### config.mk
export PLATFORM = sky130hd
export DESIGN_NAME = fetch_sequencer
export DESIGN_NICKNAME = d
export VERILOG_FILES = /design/src/rtl/cpu_pkg.sv /design/src/rtl/fetch_sequencer.sv
export SDC_FILE = /design/constraint.sdc
export NUM_CORES = 1
export LEC_CHECK = 0
export CORE_MARGIN = 8
export CORE_UTILIZATION = 45
export CTS_CLUSTER_DIAMETER = 150
export DETAILED_ROUTE_END_ITERATION = 10
export PLACE_DENSITY = 0.84
export SYNTH_ARGS = -nofsm -noshare
export SYNTH_HDL_FRONTEND = slang
export SYNTH_SLANG_ARGS = --single-unit
### constraint.sdc
create_clock -name i_clk -period 6.4 [get_ports i_clk]
set_input_delay 0.64 -clock i_clk [delete_from_list [all_inputs] [get_ports i_clk]]
set_output_delay 0.64 -clock i_clk [all_outputs]
set_load 0.01 [all_outputs]
### src/rtl/cpu_pkg.sv
// Shared definitions for the 16-bit stack CPU.
// Holds the bus widths, the fetch state encoding and the literal opcode prefix.
package cpu_pkg;

   localparam int ADDR_W  = 16;
   localparam int INSTR_W = 18;

   localparam logic [1:0] OPC_DT = 2'b00;

   typedef enum logic [1:0] {
      FS_IDLE = 2'd0,
      FS_RUN  = 2'd1,
      FS_DONE = 2'd2
   } fetch_state_e;

endpackage

### src/rtl/fetch_sequencer.sv
// Instruction-fetch controller: owns the fetch PC, addresses the program ROM
// and holds the fetched word in a valid/ready instruction register.
module fetch_sequencer
   import cpu_pkg::*;
#(
   parameter int ADDR_W   = cpu_pkg::ADDR_W,
   parameter int INSTR_W  = cpu_pkg::INSTR_W,
   parameter int PROG_LEN = 11
) (
   input  logic              i_clk,
   input  logic              i_rst,
   input  logic              i_run,
   input  logic              i_halt_req,
   input  logic              i_jump,
   input  logic [0:ADDR_W-1] i_jump_addr,
   output logic [0:ADDR_W-1] o_rom_addr,
   input  logic [0:INSTR_W-1] i_rom_instr,
   output logic [0:INSTR_W-1] o_instr,
   output logic [0:ADDR_W-1] o_pc,
   output logic              o_instr_valid,
   input  logic              i_instr_ready,
   output logic              o_is_data,
   output logic              o_halted
);

   fetch_state_e       state_q, state_d;
   logic [0:ADDR_W-1]  fetch_pc_q, fetch_pc_d;
   logic [0:ADDR_W-1]  pc_q, pc_d;
   logic [0:INSTR_W-1] instr_q, instr_d;
   logic               valid_q, valid_d;
   logic               in_range;
   logic               xfer;
   logic               load;

   assign in_range = (fetch_pc_q < ADDR_W'(PROG_LEN));
   assign xfer     = valid_q & i_instr_ready;

   always_comb begin
      state_d    = state_q;
      fetch_pc_d = fetch_pc_q;
      pc_d       = pc_q;
      instr_d    = instr_q;
      valid_d    = valid_q;
      load       = 1'b0;
      if (xfer)
         valid_d = 1'b0;
      if (i_jump) begin
         // Redirect flushes the held word; the decoder still counts a
         // transfer that coincides with it.
         fetch_pc_d = i_jump_addr;
         valid_d    = 1'b0;
         if (state_q == FS_DONE)
            state_d = FS_RUN;
      end else begin
         unique case (state_q)
            FS_IDLE: begin
               if (i_run)
                  state_d = FS_RUN;
            end
            FS_RUN: begin
               if (i_halt_req)
                  state_d = FS_IDLE;
               else if (!in_range && !valid_q)
                  state_d = FS_DONE;
               else
                  load = in_range & (~valid_q | i_instr_ready);
            end
            FS_DONE: ;
            default: state_d = FS_IDLE;
         endcase
      end
      if (load) begin
         instr_d    = i_rom_instr;
         pc_d       = fetch_pc_q;
         valid_d    = 1'b1;
         fetch_pc_d = fetch_pc_q + ADDR_W'(1);
      end
   end

   always_ff @(posedge i_clk or posedge i_rst) begin
      if (i_rst) begin
         state_q    <= FS_IDLE;
         fetch_pc_q <= '0;
         pc_q       <= '0;
         instr_q    <= '0;
         valid_q    <= 1'b0;
      end else begin
         state_q    <= state_d;
         fetch_pc_q <= fetch_pc_d;
         pc_q       <= pc_d;
         instr_q    <= instr_d;
         valid_q    <= valid_d;
      end
   end

   assign o_rom_addr    = in_range ? fetch_pc_q : '0;
   assign o_instr       = instr_q;
   assign o_pc          = pc_q;
   assign o_instr_valid = valid_q;
   assign o_is_data     = (instr_q[0:1] == OPC_DT);
   assign o_halted      = (state_q == FS_DONE);

endmodule

==> reports/metrics.cfg <==
[timing]
fin_skew_ns=0.00664
drv_slew=0
post-route-period-util_pct=45.3
tightest_slew_ns=1.06
period_minus_slack_ns=2.90
rsz0062_at_grt=false
fin_setup_tns_ns=0
finalWorstSetupSlack_ns=3.50
timing.fmax_mhz=345
relSlewSlack_pct=29.4
setup_viol=0
finalHoldViolCount=0

[clock_network]
htree_num_levels=2
cts_tree=built
ctsHoldBuffers=0
clk_pin_slew_ns=0.09
cts_resized=0
clockBufferDepth=2
cts_setup_buffers=0
root_buffer=clkbuf_8
cts_inserted_buffers=5
cts_sinks=53
clkLatencyLatePin_ns=0.30

[routing]
drc=0
drt_iter0_drc=51
via_per_inst=4.79
via_count=1498
drt-total-wl_um=4650
ant_nets=0
post_drt_wl_per_cell_um=14.8
first_pass_iters=4

[synthesis]
yosys_warnings=0
avgSynthCellArea_um2=13.6
synthDistinctLibCells=34
synth_commonest_cells=53 x dfrtp_1, 18 x mux2_1, 16 x mux2_2
ys_top_cells_by_area=dfrtp_1 59%, mux2_1 9.1%, mux2_2 8.1%
syn_inst=164
synth_top_area_cell=dfrtp_1
ys.flop_type=dfrtp_1
seq_area_frac_synth_pct=59.3
synth_most_common_cell=dfrtp_1
ys_ff_latch=53
synth_top_cell_area_share_pct=59.3
synth-async-reset-ratio_pct=100
netlist_area_um2=2240
synth_edf_count=0

[cells_and_area]
syn2layout_area_growth_pct=39.5
final_area_um2=3120
final_util_pct=65.7
layout.cells.non_filler=313
layout-drive-gt1-share_pct=11.8
nets=286
antennaDiodeCount=0

[critical_path]
worstPathRequired_ns=5.76
critPathMaxFanout=7
path_class=register to output pin
critical_path_arrival_ns=2.26
crit_path_end_kind=output pin
start_kind=register

[floorplanning]
num_rows=25
die_area_um2=7480
die_width_um=86.5
pin_count=93
start_util_pct=47.1
fp.dieH_um=86.5
fp.coreArea_um2=4750

[place]
dp.cells=305
gp_congestion=0.747
place_ws_ns=3.52
place.port_buffers=80
hpwl_um=3590
placed_area_um2=3040

[global_routing]
grt_use_total_pct=12.6
grt_overflow_total=0
grt_pass1_wl_um=7560
grt_max_degree=54
grt_pass1_vias=1595
antenna_found_initial=0

[flow_run]
maxCapViolCount=0

[worst_hold_path]
hold_path.class=register to register

[pwr]
p_leak_uw=0.00142
peakVddDrop_mv=0.129
switching_share_pct=23.3
p_int_uw=470
p_per_area_nw_per_um2=196
power_frac_seq_pct=59.0
pwr-share-comb_pct=12.3
clockPowerShare_pct=28.7
power.switching_uw=143

[status]
status=completed

-- state kept, by name, summed over array words and instances, names as in the netlist --
name and flops:
o_instr_valid 1, state_q 2, fetch_pc_q 16, o_instr 18, o_pc 16
-- power groups by stage --
| stage | Sequential, µW | Combinational (µW) | Clock [µW] |
|---|---|---|---|
| detailed placement | 368 | 76.0 | 0 |
| global route | 364 | 83.4 | 198 |
| floorplan | 365 | 46.9 | 0 |
| global placement | 368 | 74.3 | 0 |
| finish | 362 | 75.2 | 176 |
| CTS | 362 | 76.1 | 183 |
-- final timing paths --
kind                                     start             end  slack, ns  cells past startpoint
min in group asynchronous                i_rst        o_pc[11]       0.92                      2
worst min register to register      o_instr[2]      o_instr[2]       0.49                      1
max in group asynchronous                i_rst     o_instr[10]       4.84                      2
worst max-delay path            fetch_pc_q[14]  o_rom_addr[13]       3.50                      5
worst min-delay path                o_instr[2]      o_instr[2]       0.49                      1
worst max register to register  fetch_pc_q[14]        o_pc[12]       4.07                      6
-- through the flow --
stage / total power [µW] / hold slack, ns
after floorplan: 412 / 0.485
after global placement: 442 / 0.467
after detailed placement: 444 / 0.475
after CTS: 621 / 0.495
after global routing: 646 / 0.508
final: 613 / 0.489
-- routing by layer --
metal	wire, µm	part of all wire, %	track usage, %	vias up
met5	0	0	0	-
met4	19	0.41	2.35	0
met3	466	10	5.67	2
met2	2200	47	21.3	60
met1	1960	42	14.4	732
li1	-	-	-	704
-- layout by cell type, fill, tap and decap left out, types with 2 or more instances in the layout --
| cell type | count |
|---|---|
| nor4_2 | 3 |
| nor2_1 | 7 |
| mux2_1 | 18 |
| nand2_1 | 3 |
| clkbuf_8 | 5 |
| nor2b_1 | 14 |
| dfrtp_1 | 53 |
| and2_1 | 3 |
| conb_1 | 12 |
| nand3_1 | 2 |
| clkbuf_1 | 3 |
| a31oi_1 | 2 |
| inv_1 | 3 |
| o21ai_0 | 3 |
| mux2_2 | 16 |
| clkdlybuf4s50_1 | 80 |
-- kinds of logic (layout without fill, tap and decap cells) --
| logic type | count (synthesis) | count (layout) | synth area share, % |
|---|---|---|---|
| flip-flops | 53 | 53 | 59.3 |
| AND/OR/NAND/NOR | 39 | 39 | 11.8 |
| multiplexers | 35 | 35 | 17.6 |
| buffers and inverters | 22 | 93 | 6.43 |
| AO/OA/AOI/OAI | 12 | 12 | 3.80 |
| adder cells (fa/ha/maj) | 1 | 1 | 0.559 |
| other | 1 | 12 | 0.168 |
| XOR/XNOR | 1 | 1 | 0.392 |
-- critical path, cell delays in order (launching register included) --
cell	delay, ns
dfrtp_1	0.43
ha_1	0.22
o21ai_0	0.24
and4_1	0.36
and2_1	0.17
clkdlybuf4s50_1	0.54
-- layout make-up --
cell class / count / area [µm²]
inverter: 4 / 15.0
clock buffer: 8 / 80.1
fill: 394 / 1630
multi-input combinational: 100 / 808
tap: 67 / 83.8
timing repair buffer: 81 / 808
sequential: 53 / 1330
Power figures use the tool's default switching activity.
